`config.mk`:
```
export PLATFORM = sky130hd
export DESIGN_NAME = seg_scan_ctrl
export DESIGN_NICKNAME = d
export VERILOG_FILES = /design/src/rtl/seg_pkg.sv /design/src/rtl/seg7_decode.sv /design/src/rtl/seg_scan_ctrl.sv
export SDC_FILE = /design/constraint.sdc
export NUM_CORES = 1
export LEC_CHECK = 0
export ABC_AREA = 1
export BUFFER_PORTS_ARGS = -buffer_cell sky130_fd_sc_hd__buf_4
export CAP_MARGIN = 20
export CORE_UTILIZATION = 35
export CTS_BUF_LIST = sky130_fd_sc_hd__clkbuf_8
export DETAILED_ROUTE_END_ITERATION = 10
export GPL_TIMING_DRIVEN = 0
export REMOVE_ABC_BUFFERS = 1
export SYNTH_ARGS = -nofsm -noshare
export SYNTH_HDL_FRONTEND = slang
export SYNTH_SLANG_ARGS = --single-unit
```
`constraint.sdc`:
```
create_clock -name o_clk -period 2.4 [get_ports o_clk]
set_clock_uncertainty 0.15 [all_clocks]
set_input_delay 0.36 -clock o_clk [delete_from_list [all_inputs] [get_ports o_clk]]
set_output_delay 0.36 -clock o_clk [all_outputs]
set_load 0.1 [all_outputs]
```
`src/rtl/seg_pkg.sv`:
```
// seg_pkg: segment types and active-low glyph table shared by the scan controller
package seg_pkg;
  typedef logic [7:0] seg_t;
  localparam seg_t SEG_BLANK = 8'hFF;
  localparam seg_t GLYPH [16] = '{
    8'hC0, 8'hF9, 8'hA4, 8'hB0, 8'h99, 8'h92, 8'h82, 8'hF8,
    8'h80, 8'h90, 8'h88, 8'h83, 8'hC6, 8'hA1, 8'h86, 8'h8E
  };
endpackage

```
`src/rtl/seg7_decode.sv`:
```
// seg7_decode: nibble plus decimal point to active-low {dp,g..a} segment pattern
module seg7_decode
  import seg_pkg::*;
(
  input  logic [3:0] nib,
  input  logic       dot,
  output logic [7:0] seg
);
  assign seg = {~dot, GLYPH[nib][6:0]};
endmodule

```
`src/rtl/seg_scan_ctrl.sv`:
```
// seg_scan_ctrl: multiplexed N-digit 7-segment scanner with frame-synchronous double buffering
module seg_scan_ctrl
  import seg_pkg::*;
#(
  parameter int DIGITS    = 8,
  parameter int CLK_HZ    = 50_000_000,
  parameter int SCAN_HZ   = 10_000,
  parameter int BLINK_DIV = 5_000
) (
  input  logic                  o_clk,
  input  logic                  rst,
  input  logic [4*DIGITS-1:0]   value,
  input  logic [DIGITS-1:0]     dots,
  input  logic [DIGITS-1:0]     en,
  input  logic [DIGITS-1:0]     blink,
  input  logic                  lzb,
  input  logic                  upd,
  output logic                  upd_ack,
  output logic                  frame_start,
  output logic [DIGITS-1:0]     an,
  output logic [7:0]            hex
);
  localparam int TICK_MAX = CLK_HZ / SCAN_HZ - 1;
  localparam int PS_W     = TICK_MAX > 0 ? $clog2(TICK_MAX + 1) : 1;
  localparam int SEL_W    = DIGITS > 1 ? $clog2(DIGITS) : 1;
  localparam int BL_W     = BLINK_DIV > 1 ? $clog2(BLINK_DIV) : 1;
  localparam logic [PS_W-1:0]  PS_LAST  = PS_W'(TICK_MAX);
  localparam logic [SEL_W-1:0] SEL_LAST = SEL_W'(DIGITS - 1);
  localparam logic [BL_W-1:0]  BL_LAST  = BL_W'(BLINK_DIV - 1);

  typedef struct packed {
    logic [4*DIGITS-1:0] value;
    logic [DIGITS-1:0]   dots;
    logic [DIGITS-1:0]   en;
    logic [DIGITS-1:0]   blink;
    logic                lzb;
  } disp_cfg_t;

  disp_cfg_t         cfg_in, staging, active;
  logic [PS_W-1:0]   ps;
  logic [SEL_W-1:0]  sel;
  logic [BL_W-1:0]   bcnt;
  logic              phase, pending, tick, boundary, zero_run;
  logic [DIGITS-1:0] lz, vis;
  logic [3:0]        nib;
  logic [7:0]        glyph;

  assign cfg_in   = '{value: value, dots: dots, en: en, blink: blink, lzb: lzb};
  assign tick     = ps == PS_LAST;
  assign boundary = tick && sel == SEL_LAST;
  assign vis      = active.en & ~(active.blink & {DIGITS{phase}}) & ~lz;
  assign nib      = active.value[4*sel +: 4];

  seg7_decode u_dec (.nib(nib), .dot(active.dots[sel]), .seg(glyph));

  // leading-zero chain: a digit blanks while every nibble from it upward is zero
  always_comb begin
    zero_run = active.lzb;
    lz = '0;
    for (int i = DIGITS - 1; i >= 0; i--) begin
      zero_run = zero_run && active.value[4*i +: 4] == 4'h0;
      lz[i] = i != 0 && zero_run;
    end
  end

  // scan prescaler, digit select and blink phase
  always_ff @(posedge o_clk or negedge rst) begin
    if (!rst) begin
      ps <= '0;
      sel <= '0;
      bcnt <= '0;
      phase <= 1'b0;
    end else begin
      ps <= tick ? '0 : ps + 1'b1;
      if (tick) begin
        sel <= sel == SEL_LAST ? '0 : sel + 1'b1;
        bcnt <= bcnt == BL_LAST ? '0 : bcnt + 1'b1;
        phase <= bcnt == BL_LAST ? ~phase : phase;
      end
    end
  end

  // staging capture and frame-boundary commit, with bypass when upd hits the boundary
  always_ff @(posedge o_clk or negedge rst) begin
    if (!rst) begin
      staging <= '0;
      active <= '0;
      pending <= 1'b0;
      upd_ack <= 1'b0;
      frame_start <= 1'b0;
    end else begin
      if (upd) staging <= cfg_in;
      if (boundary && upd) active <= cfg_in;
      else if (boundary && pending) active <= staging;
      pending <= boundary ? 1'b0 : pending | upd;
      upd_ack <= boundary && (upd || pending);
      frame_start <= boundary;
    end
  end

  // registered pins, dark for one dead-time cycle on every digit step
  always_ff @(posedge o_clk or negedge rst) begin
    if (!rst) begin
      an <= '1;
      hex <= SEG_BLANK;
    end else begin
      an <= !tick && vis[sel] ? ~(DIGITS'(1) << sel) : '1;
      hex <= !tick && vis[sel] ? glyph : SEG_BLANK;
    end
  end
endmodule

```
# Yosys cells after proc, flatten, opt, wreduce, memory -nomap -nowiden

Memory sizes are Yosys's and may differ from the RTL's.
Cells that the tools add are included.

Shifts and indexed selects: 2
Magnitude comparators: 2
Muxes and demuxes: 14
Reduce and logical (&&, ||, !) cells: 23
Equal/unequal tests: 3
Add/subtract/negate cells: 3
Bitwise operators: 10

Operators with widths:

| operator                                                             | count |
|---|---|
| 57-bit two-way mux                                                   | 2 |
| 32-bit by 6-bit indexed part select with 4-bit output                | 1 |
| 4-bit logical NOT                                                    | 7 |
| 13-bit by 1-bit adder with 13-bit output, second input constant      | 2 |
| 13-bit == test, second input constant                                | 2 |
| 13-bit two-way mux                                                   | 2 |
| 8-bit AND                                                            | 3 |
| 8-bit inverter                                                       | 3 |
| 8-bit two-way mux                                                    | 2 |
| 7-bit two-way mux                                                    | 2 |
| 1-bit logical AND                                                    | 12 |
| 1-bit by 3-bit left shift with 8-bit output, first input constant    | 1 |
| 1-bit binary-select mux with 3-bit select                            | 2 |
| 5-bit greater-or-equal comparator, second input constant             | 1 |
| 4-bit inverter with 5-bit output                                     | 1 |
| 3-bit by 4-bit < comparator with 1-bit output, second input constant | 1 |
| 3-bit by 1-bit adder with 3-bit output, second input constant        | 1 |
| 3-bit == test, second input constant                                 | 1 |
| 1-bit two-way mux                                                    | 3 |
| 3-bit two-way mux                                                    | 1 |
| 1-bit inverter                                                       | 2 |
| 2-bit AND reduction                                                  | 1 |
| 2-bit nonzero test                                                   | 1 |
| 1-bit logical NOT                                                    | 1 |
| other kinds (2)                                                      | 2 |

Input port bits: 60
Output and inout port bits: 18
Register bits after elaboration: 163
Memory bits (read-only): 128
Memories kept: 1

Memory list:

| name             | words | bits a word | read ports | clocked after Yosys merged registers in | wr ports | RTL line         | RTL |
|---|---|---|---|---|---|---|---|
| (name not given) | 16    | 8           | 1          | 0                                       | 0        | seg7_decode.sv:9 | `assign seg = {~dot, GLYPH[nib][6:0]};` |

# Longest topological paths before layout

Gate-level depths: netlist of run 1.

Depth in word-level cells: 14
Depth in mapped cells: 15

# By module

From an unflattened synthesis of run 1, not the netlist that was laid out.

Cells, all modules: 901
Area, all modules: 7523.5 sq um

Modules (own cells, without submodules):

| module        | area each (sq um) | seq. area each (sq um) | times used | cells an instance |
|---|---|---|---|---|
| seg_scan_ctrl | 7245.7            | 4098.9                 | 1          | 851 |
| seg7_decode   | 277.8             | 0.0                    | 1          | 50 |

# Worst setup path after synthesis of run 1

OpenSTA, ideal clock, no wires.

Path type: register to register
Start point: register sel[0]
End point: register hex[3]
Setup slack: 0.096 ns
Stages on the path, launching flop included: 14
Data required time: 2.190 ns
Setup time: 0.060 ns
Period minus slack after synthesis: 2.304 ns
Data arrival time: 2.093 ns
Cell sequence: dfrtp_1 > buf_4 > a21oi_1 > o21ai_0 > o21ai_0 > inv_1 > o21ai_0 > inv_1 > ha_1 > nand2_1 > nand2_1 > o21ai_0 > inv_1 > nand2_1

Cells in the longest elaborated chain, start to end: 6

Ends and longest elaborated chain:

| item                                                   | RTL line             | RTL |
|---|---|---|
| start: declaration                                     | seg_scan_ctrl.sv:41  | `logic [SEL_W-1:0] sel;` |
| start signal: assignment                               | seg_scan_ctrl.sv:76  | `sel <= sel == SEL_LAST ? '0 : sel + 1'b1;` |
| 32-bit by 6-bit indexed part select with 4-bit output  | seg_scan_ctrl.sv:52  | `assign nib = active.value[4*sel +: 4];` |
| 4-bit inverter with 5-bit output (not written as such) | seg7_decode.sv:9     |  |
| memory read 16 x 8 bit                                 | -                    |  |
| 7-bit two-way mux (not written as such) (2 in series)  | seg7_decode.sv:9     |  |
| 8-bit two-way mux (*)                                  | seg_scan_ctrl.sv:108 | `hex <= !tick && vis[sel] ? glyph : SEG_BLANK;` |
| end signal: assignment                                 | seg_scan_ctrl.sv:108 |  |
| end: declaration                                       | seg_scan_ctrl.sv:21  | `output logic [7:0] hex` |

Every way passes the cells marked *; elsewhere a longest branch is shown, timed or not. The select of a mux whose other input is x is not followed.
A chain may end at the register's enable or synchronous reset.

# Worst setup path in the final report of run 1

Same ends and word-level chain as after synthesis.

==> metrics.yaml, run 1 <==
outcome:
  status: "finished clean"
setup_path:
  r2r_slack_ns: 0.06
  required_ns: 2.65
  critical_path_class: "reg2reg"
  rr_endpoint: "hex[3]"
  crit_arrival_ns: 2.59
  r2r_start: "sel[0]"
  cp_max_fo: 5
  worstSetupStartpointType: "register"
  endpoint_kind: "register"
  ff2ff_path_depth: 13
power:
  p_clk_share_pct: 39.0
  p_int_w: 0.00400
  power_switching_w: 0.00126
  p_comb_share_pct: 6.8
  swShare_pct: 23.9
  vdd_drop_max_uv: 294
  pwr-share-seq_pct: 54.2
  power_density_nw_per_um2: 549
  p_leak_nw: 4.70
worst_hold_path:
  min_from: "value[27]"
  hold_depth: 3
  min_to: "staging[52]"
  hold_path_class: "in2reg"
floorplan:
  io-pin-count: 78
  die_width_um: 150
  initial_core_util_pct: 36.0
  dieArea_um2: 22400
  core_um2: 21200
  num_rows: 53
  chipHeight_um: 150
sta:
  tightest_slew_ns: 1.01
  drv_slew: 0
  hold_viol: 0
  timing.final.crit_period_ns: 2.34
  timing.hold.ws_ns: 0.00698
  finalCritPeriodShare_pct: 97.6
  setup_violations: 0
  slew_headroom_pct: 32.9
  rsz0062_at_grt: "true"
  fmax_mhz: 427
routing:
  drtPass1Iterations: 5
  via_per_inst: 4.70
  vias: 6377
  ant_nets: 0
  wl_per_cell_um: 13.7
  routed_wl_um: 18600
  drc: 0
  drt_iter0_markers: 403
global_route:
  grt_max_degree: 122
  grt_pass1_wl_um: 30900
  grt_overflow: 0
  grtUsageTotal_pct: 17.8
  antenna_found_initial: 0
  grt_pass1_vias: 6109
placed_design:
  dp.cells: 1253
  portBuffers: 77
  place_hpwl_um: 11500
  gp_congestion: 0.895
yosys:
  synth.distinct_cells: 39
  synthesis.instances: 938
  postSynthRegisterBits: 163
  synth_area_per_cell_um2: 8.14
  async_flop_share_pct: 100
  yosysTopAreaCell: "dfrtp_1"
  synthTopCellsByArea: "dfrtp_1, nand2_1, dfstp_2, inv_1, nor2_1"
  yosysWarningCount: 0
  synth_area_um2: 7630
  synth_ff_type: "dfrtp_1"
  synth_top_area_share_pct: 48.2
  ys_seq_area_share_pct: 53.7
  synth-edff-count: 0
clock_network:
  cts_root_buffer: "clkbuf_8"
  clock_sinks: 163
  numCtsBuffers: 17
  cts_tree: "built"
  clk_path_buf_depth: 2
  htreeDepth: 4
  clk_pin_slew_ns: 0.08
  clock_latency_ns: 0.47
cells_and_area:
  layout-drive-gt1-share_pct: 16.2
  antenna_cells: 0
  nets: 1143
  syn2layout_area_growth_pct: 25.5
  final_cells: 1357
flow_run:
  drv_cap: 0
==> per-layer routing <==
metal / vias to the layer above / wire length, um / GRT usage (%)
li1: 3225 / - / -
met1: 3004 / 9000 / 24.8
met2: 132 / 8670 / 28.5
met3: 16 / 767 / 3.57
met4: 0 / 199 / 4.04
met5: - / 0 / 0
==> sequential cells by signal, indices dropped and copies added (netlist names) <==
name and flops:
active 57, staging 57, bcnt 13, ps 13, an 8, hex 8
sel 3, frame_start 1, pending 1, phase 1, upd_ack 1
==> power groups by stage <==
stage	clock network [W]	logic, W	registers, W
after CTS	0.00210	0.000367	0.00285
after floorplan	0	0.000114	0.00290
after global routing	0.00222	0.000407	0.00286
after global placement	0	0.000291	0.00290
final	0.00205	0.000357	0.00285
after detailed placement	0	0.000301	0.00291
==> cell type report <==
| class | instances | area (um2) |
|---|---|---|
| fillers | 2146 | 11600 |
| flip-flops and latches | 163 | 4110 |
| multi-input cells | 625 | 2960 |
| repair buffers | 147 | 1290 |
| inverters | 114 | 462 |
| well taps | 275 | 344 |
| clock buffers | 20 | 275 |
| clock inverters | 12 | 130 |
| repair inverters | 1 | 7.51 |
==> cells by family (layout without fill, tap and decap cells) <==
| family | Yosys count | after routing | share of synthesized area (%) |
|---|---|---|---|
| and+or+nand+nor | 455 | 457 | 24.5 |
| DFF | 163 | 163 | 53.7 |
| buffers and inverters | 152 | 294 | 8.26 |
| AOI/OAI and AO/OA | 142 | 142 | 9.90 |
| adders and majority gates | 14 | 14 | 2.29 |
| xor gates and xnor gates | 12 | 12 | 1.38 |
==> layout by cell type (no fill, tap or decap), drive strengths merged, types with 4 or more instances in the layout <==
| cell | instances |
|---|---|
| nand4 | 13 |
| a21oi | 43 |
| o21ai | 83 |
| dlygate4sd3 | 50 |
| ha | 14 |
| xor2 | 12 |
| dfstp | 16 |
| nor2 | 102 |
| dfrtp | 147 |
| clkinvlp | 7 |
| buf | 97 |
| clkinv | 4 |
| nand2 | 274 |
| nor3 | 21 |
| clkbuf | 20 |
| nand3 | 40 |
| o211ai | 4 |
| inv | 114 |
==> what timing repair did <==
action	CTS	global route
gates resized for setup	13	16
endpoints found under the hold margin	91	0
hold buffers	50	0
cloned	3	0
pin swaps	3	3
setup buffers	10	9
endpoints found under the setup margin	75	43
==> synthesized netlist by cell type, types with 2 or more instances <==
library cell  number
buf_6              2
clkbuf_1          14
dfstp_2           16
nand2_2            3
a31oi_1            2
a211oi_1           3
nand4_1           13
inv_1            103
nand3_1           40
a21oi_1           42
o21ai_1           16
buf_4              7
buf_2             14
o21ai_0           67
nor2_1           100
nor3_1            20
nand3b_1           3
dfrtp_1          147
xor2_1            12
nor4_1             3
nand2_1          269
o211ai_1           4
inv_2              9
ha_1              14
==> worst max-delay path by stage <==
stage / start / to / slack [ns] / depth (start not counted)
2_1_floorplan: sel[0] / active[13] / -0.55 / 9
6_report: sel[0] / hex[3] / 0.06 / 13
3_5_place_dp: sel[0] / active[56] / -1.83 / 9
5_1_grt: sel[0] / hex[3] / -0.03 / 13
3_3_place_gp: sel[0] / active[56] / -1.70 / 9
4_1_cts: sel[0] / hex[3] / 0.01 / 13
==> stage by stage <==
| stage | cell area [um2] | setup TNS, ns | total power (W) | setup WS (ns) | util, % |
|---|---|---|---|---|---|
| floorplan | 7430 | -21.42 | 0.00301 | -0.549 | - |
| global placement | 8350 | -106.61 | 0.00319 | -1.70 | 39.4 |
| detailed placement | 8390 | -98.09 | 0.00321 | -1.83 | 39.5 |
| CTS | 9470 | 0 | 0.00532 | 0.0134 | 44.6 |
| global route | 9580 | -0.177 | 0.00549 | -0.0298 | 45.1 |
| finish | 9580 | 0 | 0.00526 | 0.0577 | 45.1 |
==> worst max-delay path, stage by stage, from the launching register on <==
cell and delay (ns):
dfrtp_4 0.53, clkinvlp_4 0.14, buf_4 0.14, nor2_1 0.04, o21ai_0 0.15, inv_1 0.09, o21ai_4 0.25, inv_2 0.08
ha_1 0.30, nand2_1 0.07, nand2_1 0.07, o21ai_1 0.16, inv_1 0.05, nand2_1 0.06
Note: power is estimated with default switching activity, not from simulation.
==> run 2, diff against run 1 <==
BUFFER_PORTS_ARGS = -buffer_cell sky130_fd_sc_hd__buf_2   (was -buffer_cell sky130_fd_sc_hd__buf_4)
CORE_MARGIN = 3   (was not set)
SLEW_MARGIN = 20   (was not set)
==> metrics.yaml, run 2 (synthesis results as in run 1) <==
worst_hold_path:
  hold_depth: 3
  min_from: "value[26]"
  hold_path_class: "in2reg"
  min_to: "staging[51]"
routing:
  ant_nets: 0
  drtPass1Iterations: 5
  via_per_inst: 4.71
  routed_wl_um: 19100
  drc: 0
  vias: 6416
  drt_iter0_markers: 464
  wl_per_cell_um: 14.0
cells_and_area:
  reg_top3: "active x57, staging x57"
  layout-drive-gt1-share_pct: 16.3
  final_cell_mix: "nand2_1, dfrtp_1, nor2_1"
  fin_area_um2: 9430
  nets: 1148
  final_common_cell: "nand2_1"
  n_fill_cell: 2190
  antenna_cells: 0
  syn2layout_area_growth_pct: 23.5
  final_cells: 1362
floorplan:
  num_rows: 53
  dieArea_um2: 23600
  die_width_um: 154
  core_um2: 21200
  chipHeight_um: 154
  io-pin-count: 78
  initial_core_util_pct: 36.0
global_route:
  grtUsageTotal_pct: 16.8
  grt_pass1_vias: 6369
  grt_pass1_wl_um: 32300
  grt_max_degree: 86
  antenna_found_initial: 0
  grt_overflow: 0
setup_path:
  critical_path_class: "reg2reg"
  r2r_slack_ns: 0.09
  worstSetupStartpointType: "register"
  rr_endpoint: "hex[3]"
  r2r_start: "sel[0]"
  ff2ff_path_depth: 13
  required_ns: 2.65
  crit_top_cell: "nand2_1"
  endpoint_kind: "register"
  cp_max_fo: 6
  path_buf_inv: 4
  cpLargestDelayFamily: "compound AO/OA/AOI/OAI gates"
  crit_path_cell_trace: "buf_2 > a21oi_1 > o21ai_0 > o21ai_0 > inv_1 > o21ai_4 > inv_2 > ha_1 > nand2_1 > nand2_1 > o21ai_1 > inv_1 > nand2_1"
  cp_slowest_cell: "dfrtp_4"
  cp_slowest_stage_delay_ns: 0.53
  crit_arrival_ns: 2.56
clock_network:
  clock_sinks: 163
  clk_path_buf_depth: 2
  clk_pin_slew_ns: 0.08
  numCtsBuffers: 17
  clock_latency_ns: 0.46
  htreeDepth: 4
  cts_tree: "built"
  cts_root_buffer: "clkbuf_8"
sta:
  timing.final.crit_period_ns: 2.31
  setup_violations: 0
  fmax_mhz: 432
  slew_headroom_pct: 34.2
  hold_viol: 0
  drv_slew: 0
  tightest_slew_ns: 0.985
  timing.hold.ws_ns: 0.0293
  setup_tns_ns: 0
  finalCritPeriodShare_pct: 96.4
  rsz0062_at_grt: "true"
outcome:
  status: "finished clean"
power:
  total_power_w: 0.00511
  power_density_nw_per_um2: 542
  vdd_drop_max_uv: 318
  p_leak_nw: 4.64
placed_design:
  dp.cells: 1253
  place_hpwl_um: 11600
  placed_area_um2: 8200
  gp_congestion: 0.820
  portBuffers: 77
flow_run:
  drv_cap: 0
## run 2: changes by cell type in the layout (fill, tap and decap cells not counted), moves of 2 or more
cell	delta
bufinv_16	-2
clkinv_4	+4
dlygate4sd3_1	+6
buf_4	-78
inv_1	-3
clkbuf_8	+3
clkinvlp_4	-2
buf_2	+76
## run 2: timing repair
item | CTS | global route
gates cloned | 4 | 2
pin swaps | 2 | 3
hold buffers | 55 | 1
gates resized for setup | 13 | 18
buffers inserted | 6 | 9
endpoints found under the hold margin | 116 | 1
setup endpoints to repair | 75 | 50
## run 2: cell type report
class                           count  area [um2]  area share [%]
Timing Repair Buffer              149        1110            11.8
Clock buffer                       23         317            3.36
Sequential cell                   163        4110            43.6
Multi-Input combinational cell    626        2990            31.7
Tap cell                          275         344            3.65
Clock inverter                      9        70.1           0.743
Timing Repair inverter              3        23.8           0.252
Inverter                          114         465            4.94
## run 2: power by group
part	leakage [nW]	total, W	internal [W]	switching [W]
combinational	2.52	0.000338	0.000146	0.000192
sequential	1.92	0.00285	0.00283	0.0000219
clock	0.198	0.00192	0.000890	0.00103
total	4.64	0.00511	0.00386	0.00124
## run 2: worst max-delay path by stage
stage	depth (start not counted)	start	end
2_1_floorplan	9	sel[0]	active[13]
3_3_place_gp	9	sel[0]	active[3]
3_5_place_dp	9	sel[0]	active[3]
4_1_cts	9	sel[2]	hex[3]
5_1_grt	14	sel[0]	hex[3]
6_report	13	sel[0]	hex[3]
## run 2: worst reg2reg max path: cells and delay by family (launching register included)
kind	cells	cell delay, ns
flip-flops	1	0.53
adder cells (fa/ha/maj)	1	0.30
AO/OA/AOI/OAI	5	0.69
buffers and inverters	4	0.40
AND/OR/NAND/NOR	3	0.20
## run 2: through the flow
step                      utilization, %  worst slack [ns]
after floorplan                        -            -0.549
after global placement              38.5             -1.83
after detailed placement            38.6             -1.79
after CTS                           43.7           0.00384
after global routing                44.4           -0.0625
final                               44.4            0.0858
## run 2: layer usage
metal | track usage (%) | wire (um) | vias up
li1 | - | - | 3243
met1 | 23.8 | 9310 | 3012
met2 | 26.7 | 8850 | 141
met3 | 3.18 | 736 | 20
met4 | 4.42 | 206 | 0
met5 | 0 | 0 | -
